### config.mk
export PLATFORM = sky130hd
export DESIGN_NAME = cmd_exec_engine_flat
export DESIGN_NICKNAME = d
export VERILOG_FILES = /design/src/rtl/cmd_exec_if.sv /design/src/rtl/cmd_exec_engine.sv /design/src/flat_wrapper.sv
export SDC_FILE = /design/constraint.sdc
export NUM_CORES = 1
export LEC_CHECK = 0
export CAP_MARGIN = 25
export CELL_PAD_IN_SITES_DETAIL_PLACEMENT = 1
export CELL_PAD_IN_SITES_GLOBAL_PLACEMENT = 1
export CORE_AREA = 2 2 95 97
export CTS_BUF_LIST = sky130_fd_sc_hd__clkbuf_4 sky130_fd_sc_hd__clkbuf_8 sky130_fd_sc_hd__clkbuf_16
export DETAILED_ROUTE_END_ITERATION = 10
export DIE_AREA = 0 0 97 99
export GPL_ROUTABILITY_DRIVEN = 0
export MAX_ROUTING_LAYER = met4
export PLACE_DENSITY_LB_ADDON = 0.1
export SLEW_MARGIN = 40
export SYNTH_ARGS = -nofsm -noshare
export SYNTH_HDL_FRONTEND = slang
export SYNTH_SLANG_ARGS = --single-unit
### constraint.sdc
create_clock -name clk -period 2.56 [get_ports clk]
set_clock_uncertainty 0.2 [all_clocks]
set_input_delay 0.512 -clock clk [delete_from_list [all_inputs] [get_ports clk]]
set_output_delay 0.512 -clock clk [all_outputs]
set_load 0.05 [all_outputs]
### src/rtl/cmd_exec_if.sv
// Command, bank-memory and response signal bundle for cmd_exec_engine.
// The master modport is the engine side; the slave modport is the FIFO/RAM/sink side.
interface cmd_exec_if #(
  parameter int DATA_W    = 8,
  parameter int ADDR_W    = 8,
  parameter int BANK_W    = 2,
  parameter int NUM_BANKS = 3,
  parameter int LEN_W     = 4
) ();
  logic                        cmd_valid;
  logic                        cmd_rd_en;
  logic [1:0]                  cmd_opcode;
  logic [ADDR_W-1:0]           cmd_addr;
  logic [DATA_W-1:0]           cmd_data;
  logic [LEN_W-1:0]            cmd_len;

  logic [ADDR_W-BANK_W-1:0]    mem_addr;
  logic [DATA_W-1:0]           mem_wdata;
  logic [NUM_BANKS-1:0]        mem_we;
  logic [NUM_BANKS-1:0]        mem_re;
  logic [NUM_BANKS*DATA_W-1:0] mem_rdata;

  logic                        resp_valid;
  logic                        resp_ready;
  logic [DATA_W-1:0]           resp_data;
  logic                        resp_status;
  logic                        resp_last;

  modport master (
    input  cmd_valid, cmd_opcode, cmd_addr, cmd_data, cmd_len, mem_rdata, resp_ready,
    output cmd_rd_en, mem_addr, mem_wdata, mem_we, mem_re,
           resp_valid, resp_data, resp_status, resp_last
  );

  modport slave (
    output cmd_valid, cmd_opcode, cmd_addr, cmd_data, cmd_len, mem_rdata, resp_ready,
    input  cmd_rd_en, mem_addr, mem_wdata, mem_we, mem_re,
           resp_valid, resp_data, resp_status, resp_last
  );
endinterface

### src/rtl/cmd_exec_engine.sv
// Multi-bank command executor: pops commands, runs single/burst bank accesses,
// and returns per-beat read responses or a single write acknowledgement.
//
// state    | meaning
// IDLE     | waiting for a command; pops it when cmd_valid
// RD_ISSUE | read strobe on the selected bank for one cycle
// RD_WAIT  | counting down bank read latency, captures data at terminal count
// RD_RESP  | holding a read response until the sink takes it
// WR_BEAT  | one write beat per cycle, accumulating sticky bank error
// WR_ACK   | holding the single write acknowledgement until the sink takes it
module cmd_exec_engine #(
  parameter int DATA_W    = 8,
  parameter int ADDR_W    = 8,
  parameter int BANK_W    = 2,
  parameter int NUM_BANKS = 3,
  parameter int LEN_W     = 4,
  parameter int READ_LAT  = 1
) (
  input  logic         clk,
  input  logic         rst,
  cmd_exec_if.master   bus,
  output logic         busy
);
  localparam int IA_W  = ADDR_W - BANK_W;
  localparam int LAT_W = $clog2(READ_LAT + 1);
  localparam int CNT_W = LEN_W + 1;

  typedef enum logic [2:0] {IDLE, RD_ISSUE, RD_WAIT, RD_RESP, WR_BEAT, WR_ACK} state_t;

  state_t            state;
  logic [ADDR_W-1:0] cur_addr;
  logic [CNT_W-1:0]  beats_left;
  logic [LAT_W-1:0]  lat_cnt;
  logic              err;
  logic [ADDR_W-1:0] next_addr;
  logic [DATA_W-1:0] rd_word;

  function automatic logic [BANK_W-1:0] bank_of(input logic [ADDR_W-1:0] a);
    return a[ADDR_W-1 -: BANK_W];
  endfunction

  function automatic logic bank_ok(input logic [ADDR_W-1:0] a);
    return int'(bank_of(a)) < NUM_BANKS;
  endfunction

  // Unpopulated banks yield an all-zero select, which suppresses the strobe.
  function automatic logic [NUM_BANKS-1:0] bank_sel(input logic [ADDR_W-1:0] a);
    logic [NUM_BANKS-1:0] s;
    s = '0;
    for (int b = 0; b < NUM_BANKS; b++)
      if (int'(bank_of(a)) == b) s[b] = 1'b1;
    return s;
  endfunction

  assign next_addr = cur_addr + 1'b1;

  always_comb begin
    rd_word = '0;
    for (int b = 0; b < NUM_BANKS; b++)
      if (int'(bank_of(cur_addr)) == b) rd_word = bus.mem_rdata[b*DATA_W +: DATA_W];
  end

  // Pop is suppressed during reset so a queued command survives for after release.
  assign bus.cmd_rd_en = rst && (state == IDLE) && bus.cmd_valid;

  always_ff @(posedge clk) begin
    if (!rst) begin
      state           <= IDLE;
      cur_addr        <= '0;
      beats_left      <= '0;
      lat_cnt         <= '0;
      err             <= 1'b0;
      busy            <= 1'b0;
      bus.mem_addr    <= '0;
      bus.mem_wdata   <= '0;
      bus.mem_we      <= '0;
      bus.mem_re      <= '0;
      bus.resp_valid  <= 1'b0;
      bus.resp_data   <= '0;
      bus.resp_status <= 1'b0;
      bus.resp_last   <= 1'b0;
    end else begin
      case (state)
        IDLE: begin
          if (bus.cmd_valid) begin
            cur_addr     <= bus.cmd_addr;
            beats_left   <= bus.cmd_opcode[1] ? {1'b0, bus.cmd_len} + 1'b1 : CNT_W'(1);
            bus.mem_addr <= bus.cmd_addr[IA_W-1:0];
            busy         <= 1'b1;
            if (!bus.cmd_opcode[0]) begin
              state      <= RD_ISSUE;
              bus.mem_re <= bank_sel(bus.cmd_addr);
            end else begin
              state         <= WR_BEAT;
              bus.mem_we    <= bank_sel(bus.cmd_addr);
              bus.mem_wdata <= bus.cmd_data;
              err           <= !bank_ok(bus.cmd_addr);
            end
          end
        end
        RD_ISSUE: begin
          bus.mem_re <= '0;
          lat_cnt    <= LAT_W'(READ_LAT);
          state      <= RD_WAIT;
        end
        RD_WAIT: begin
          lat_cnt <= lat_cnt - 1'b1;
          if (lat_cnt == LAT_W'(1)) begin
            bus.resp_valid  <= 1'b1;
            bus.resp_data   <= rd_word;
            bus.resp_status <= !bank_ok(cur_addr);
            bus.resp_last   <= (beats_left == CNT_W'(1));
            state           <= RD_RESP;
          end
        end
        RD_RESP: begin
          if (bus.resp_ready) begin
            bus.resp_valid  <= 1'b0;
            bus.resp_data   <= '0;
            bus.resp_status <= 1'b0;
            bus.resp_last   <= 1'b0;
            if (beats_left > CNT_W'(1)) begin
              beats_left   <= beats_left - 1'b1;
              cur_addr     <= next_addr;
              bus.mem_addr <= next_addr[IA_W-1:0];
              bus.mem_re   <= bank_sel(next_addr);
              state        <= RD_ISSUE;
            end else begin
              busy  <= 1'b0;
              state <= IDLE;
            end
          end
        end
        WR_BEAT: begin
          if (beats_left > CNT_W'(1)) begin
            beats_left   <= beats_left - 1'b1;
            cur_addr     <= next_addr;
            bus.mem_addr <= next_addr[IA_W-1:0];
            bus.mem_we   <= bank_sel(next_addr);
            err          <= err | !bank_ok(next_addr);
          end else begin
            bus.mem_we      <= '0;
            bus.mem_wdata   <= '0;
            bus.resp_valid  <= 1'b1;
            bus.resp_last   <= 1'b1;
            bus.resp_data   <= '0;
            bus.resp_status <= err;
            state           <= WR_ACK;
          end
        end
        WR_ACK: begin
          if (bus.resp_ready) begin
            bus.resp_valid  <= 1'b0;
            bus.resp_status <= 1'b0;
            bus.resp_last   <= 1'b0;
            err             <= 1'b0;
            busy            <= 1'b0;
            state           <= IDLE;
          end
        end
        default: state <= IDLE;
      endcase
    end
  end
endmodule
### src/flat_wrapper.sv
// flat-port wrapper written by rule: the top's interface ports become plain ports
module cmd_exec_engine_flat 
#(
  parameter int DATA_W    = 8,
  parameter int ADDR_W    = 8,
  parameter int BANK_W    = 2,
  parameter int NUM_BANKS = 3,
  parameter int LEN_W     = 4,
  parameter int READ_LAT  = 1
)
  (clk, rst, busy, bus_cmd_valid, bus_cmd_opcode, bus_cmd_addr, bus_cmd_data, bus_cmd_len, bus_mem_rdata, bus_resp_ready, bus_cmd_rd_en, bus_mem_addr, bus_mem_wdata, bus_mem_we, bus_mem_re, bus_resp_valid, bus_resp_data, bus_resp_status, bus_resp_last);
  cmd_exec_if #(.DATA_W(DATA_W), .ADDR_W(ADDR_W), .BANK_W(BANK_W), .NUM_BANKS(NUM_BANKS), .LEN_W(LEN_W)) bus_i ();
  input  logic clk;
  input  logic rst;
  output logic busy;
  input wire logic [$bits(bus_i.cmd_valid)-1:0] bus_cmd_valid;
  input wire logic [$bits(bus_i.cmd_opcode)-1:0] bus_cmd_opcode;
  input wire logic [$bits(bus_i.cmd_addr)-1:0] bus_cmd_addr;
  input wire logic [$bits(bus_i.cmd_data)-1:0] bus_cmd_data;
  input wire logic [$bits(bus_i.cmd_len)-1:0] bus_cmd_len;
  input wire logic [$bits(bus_i.mem_rdata)-1:0] bus_mem_rdata;
  input wire logic [$bits(bus_i.resp_ready)-1:0] bus_resp_ready;
  output wire logic [$bits(bus_i.cmd_rd_en)-1:0] bus_cmd_rd_en;
  output wire logic [$bits(bus_i.mem_addr)-1:0] bus_mem_addr;
  output wire logic [$bits(bus_i.mem_wdata)-1:0] bus_mem_wdata;
  output wire logic [$bits(bus_i.mem_we)-1:0] bus_mem_we;
  output wire logic [$bits(bus_i.mem_re)-1:0] bus_mem_re;
  output wire logic [$bits(bus_i.resp_valid)-1:0] bus_resp_valid;
  output wire logic [$bits(bus_i.resp_data)-1:0] bus_resp_data;
  output wire logic [$bits(bus_i.resp_status)-1:0] bus_resp_status;
  output wire logic [$bits(bus_i.resp_last)-1:0] bus_resp_last;
  assign bus_i.cmd_valid = bus_cmd_valid;
  assign bus_i.cmd_opcode = bus_cmd_opcode;
  assign bus_i.cmd_addr = bus_cmd_addr;
  assign bus_i.cmd_data = bus_cmd_data;
  assign bus_i.cmd_len = bus_cmd_len;
  assign bus_i.mem_rdata = bus_mem_rdata;
  assign bus_i.resp_ready = bus_resp_ready;
  assign bus_cmd_rd_en = bus_i.cmd_rd_en;
  assign bus_mem_addr = bus_i.mem_addr;
  assign bus_mem_wdata = bus_i.mem_wdata;
  assign bus_mem_we = bus_i.mem_we;
  assign bus_mem_re = bus_i.mem_re;
  assign bus_resp_valid = bus_i.resp_valid;
  assign bus_resp_data = bus_i.resp_data;
  assign bus_resp_status = bus_i.resp_status;
  assign bus_resp_last = bus_i.resp_last;
  cmd_exec_engine #(.DATA_W(DATA_W), .ADDR_W(ADDR_W), .BANK_W(BANK_W), .NUM_BANKS(NUM_BANKS), .LEN_W(LEN_W), .READ_LAT(READ_LAT)) u_core (.clk(clk), .rst(rst), .bus(bus_i), .busy(busy));
endmodule
==> results.py <==
metrics = {
    "sta": {
        "rsz0062_at_grt": "false",
        "min_period_ns": 2.395,
        "tns_ns": 0,
        "final-setup-viol-count": 0,
        "finalHoldViolCount": 0,
        "period_share_pct": 93.57,
        "holdWs_ns": 0.2774,
        "fmax_mhz": 417.5,
        "slew_headroom_pct": 64.52,
        "drv_slew": 0,
        "worst_slew_pin_slew_ns": 0.5294,
        "fin_ws_ns": 0.1646,
    },
    "synthesis": {
        "synth_common_cells": "dfxtp_1 (44), o21ai_0 (30), nand2_1 (28)",
        "ys_seq_elements": 44,
        "synth-simple-area-share_pct": 23.10,
        "synth_nets": 407,
        "ys_async_sr_fraction_pct": 0,
        "yosysWarnings": 0,
        "muxShareOfSynthArea_pct": 3.592,
        "yosys-top-cells-area": "dfxtp_1 (31%), o21ai_0 (5.3%), a21oi_1 (4.6%)",
        "synth_area_leader_cell": "dfxtp_1",
        "post-synth-top-count-cell": "dfxtp_1",
        "synthCells": 351,
        "synth_compound_area_share_pct": 31.31,
        "synth_top_family_by_area": "compound AO/OA/AOI/OAI gates",
        "syn_area_um2": 2821,
        "avgSynthCellArea_um2": 8.038,
        "ys_types": 63,
        "synth.top_cell.area_share_pct": 31.22,
        "synth_adder_area_share_pct": 2.661,
        "synthXorXnorAreaFrac_pct": 1.552,
        "yosysSeqAreaShare_pct": 31.22,
        "synth_ff_type": "dfxtp_1",
        "synth_edf_count": 0,
    },
    "setup_path": {
        "crit_required_ns": 1.85,
        "critical_path_class": "flop to output port",
        "timing.critical_path.from_type": "flop",
        "cp-end-kind": "output port",
        "arrival_ns": 1.68,
        "path_max_fanout": 10,
    },
    "power": {
        "internal_power_mw": 2.204,
        "switching_share_pct": 50.38,
        "peakVddDrop_mv": 0.6310,
        "power.leakage_nw": 1.402,
        "p_per_area_nw_per_um2": 1140,
        "power_switching_mw": 2.237,
        "power_mw": 4.441,
        "p_seq_share_pct": 25.4,
        "pwr-share-clk_pct": 10.8,
        "combPwrFrac_pct": 63.8,
    },
    "routing": {
        "drtPass1Iterations": 4,
        "antenna_left": 0,
        "drt-initial-drc-count": 113,
        "drt-total-wl_um": 8808,
        "vias": 2878,
        "via_per_inst": 5.340,
        "wl_per_cell_um": 16.34,
        "drc": 0,
    },
    "clock_network": {
        "htreeDepth": 2,
        "cts_buffer_depth": 2,
        "cts-root-buf": "clkbuf_8",
        "post_cts_resized": 0,
        "postCtsSetupBuffers": 0,
        "worst_skew_pair.late_latency_ns": 0.31,
        "path_clk_slew_ns": 0.10,
        "cts.sinks": 44,
        "cts_hold_buf": 0,
        "cts_tree": "done",
        "cts_made_buffers": 5,
    },
    "finish": {
        "final_cells": 539,
        "final_area_um2": 3895,
        "fin_util_pct": 45.55,
        "drive_gt1_share_pct": 12.30,
        "nets": 486,
        "diodes": 0,
        "fillers": 1024,
        "synthToLayoutAreaGrowth_pct": 38.05,
    },
    "job": {
        "maxCapViolations": 0,
    },
    "placed_design": {
        "numPlacedInstances": 531,
        "portBuffers": 82,
        "pre_cts_ws_ns": 0.1311,
        "hpwl_um": 6454,
        "placed_area_um2": 3795,
    },
    "global_route": {
        "first_global_vias": 2925,
        "antenna_found_initial": 0,
        "grt_max_degree": 22,
        "grt_use_total_pct": 19.13,
        "overflow": 0,
        "grt_pass1_wl_um": 14770,
    },
    "floorplan": {
        "initial_core_util_pct": 33.00,
        "die_w_um": 97,
        "die_h_um": 99,
        "die_area_um2": 9603,
        "ios": 83,
        "num_rows": 34,
        "core_um2": 8551,
    },
    "status": {
        "status": "finished clean",
    },
    "worst_hold_path": {
        "hold_class": "flop to flop",
    },
}
## power groups by stage
stage / registers [mW] / logic (mW) / clock network, mW
floorplan: 1.53 / 1.58 / 0
global placement: 1.13 / 2.80 / 0
detailed placement: 1.14 / 2.84 / 0
CTS: 1.13 / 2.86 / 0.506
global route: 1.17 / 3.07 / 0.526
finish: 1.13 / 2.83 / 0.480
## path summary, 6_finish.rpt
path / end / depth (start not counted) / startpoint / slack (ns)
setup / recovery: bus_cmd_rd_en / 4 / u_core.state[1] / 0.16
setup reg to reg: u_core.bus.mem_addr[0] / 8 / u_core.beats_left[1] / 0.26
hold reg to reg: u_core.bus.resp_data[5] / 2 / u_core.bus.resp_data[5] / 0.28
hold / removal: u_core.bus.resp_data[5] / 2 / u_core.bus.resp_data[5] / 0.28
## area by class of cell
cell class                 instances  area (um2)  area share, %
clock buffer                       5       68.82          1.767
inverter                           8       30.03         0.7710
clock inverter                     3       26.28         0.6746
sequential                        44       880.8          22.61
tap                              108       135.1          3.469
multi-input combinational        269        1760          45.20
timing repair buffer             102       993.5          25.51
## placed cells by master (no fill, tap or decap), drive strengths merged, types with 8 or more instances in the layout
cell type	Yosys	layout
nand3	21	21
nand2	28	28
clkdlybuf4s50	0	81
inv	8	10
dfxtp	44	44
buf	17	21
mux2i	9	9
a22oi	8	8
a21oi	33	33
a21boi	8	8
nand2b	12	12
o21ai	34	34
nor2	25	25
## kinds of logic (layout without fill, tap and decap cells)
family | after synthesis | in the layout
XOR/XNOR | 5 | 5
multiplexers | 10 | 10
flip-flops | 44 | 44
AND/OR/NAND/NOR | 124 | 124
adder cells (fa/ha/maj) | 6 | 6
AO/OA/AOI/OAI | 124 | 124
buffers and inverters | 38 | 118
## registers in the layout (all words and copies together) (netlist names), 3 cells and up
name	cells
u_core.bus.mem_wdata	8
u_core.cur_addr	3
u_core.bus.mem_re	3
u_core.bus.resp_data	8
u_core.state	3
u_core.bus.mem_we	3
u_core.bus.mem_addr	5
u_core.beats_left	5
## worst max-delay path, cell delays in order (launching register included)
cell     delay, ns
dfxtp_1       0.41
or2_1         0.32
nor3b_2       0.25
and2_1        0.24
buf_12        0.16
## layer usage
metal | vias to the layer above | GRT usage [%] | wire [um]
met5 | - | - | 0
met4 | 0 | 3.575 | 55
met3 | 5 | 3.333 | 289
met2 | 59 | 30.88 | 4099
met1 | 1390 | 25.48 | 4363
li1 | 1424 | - | -
Note: power is estimated with default switching activity, not from simulation.
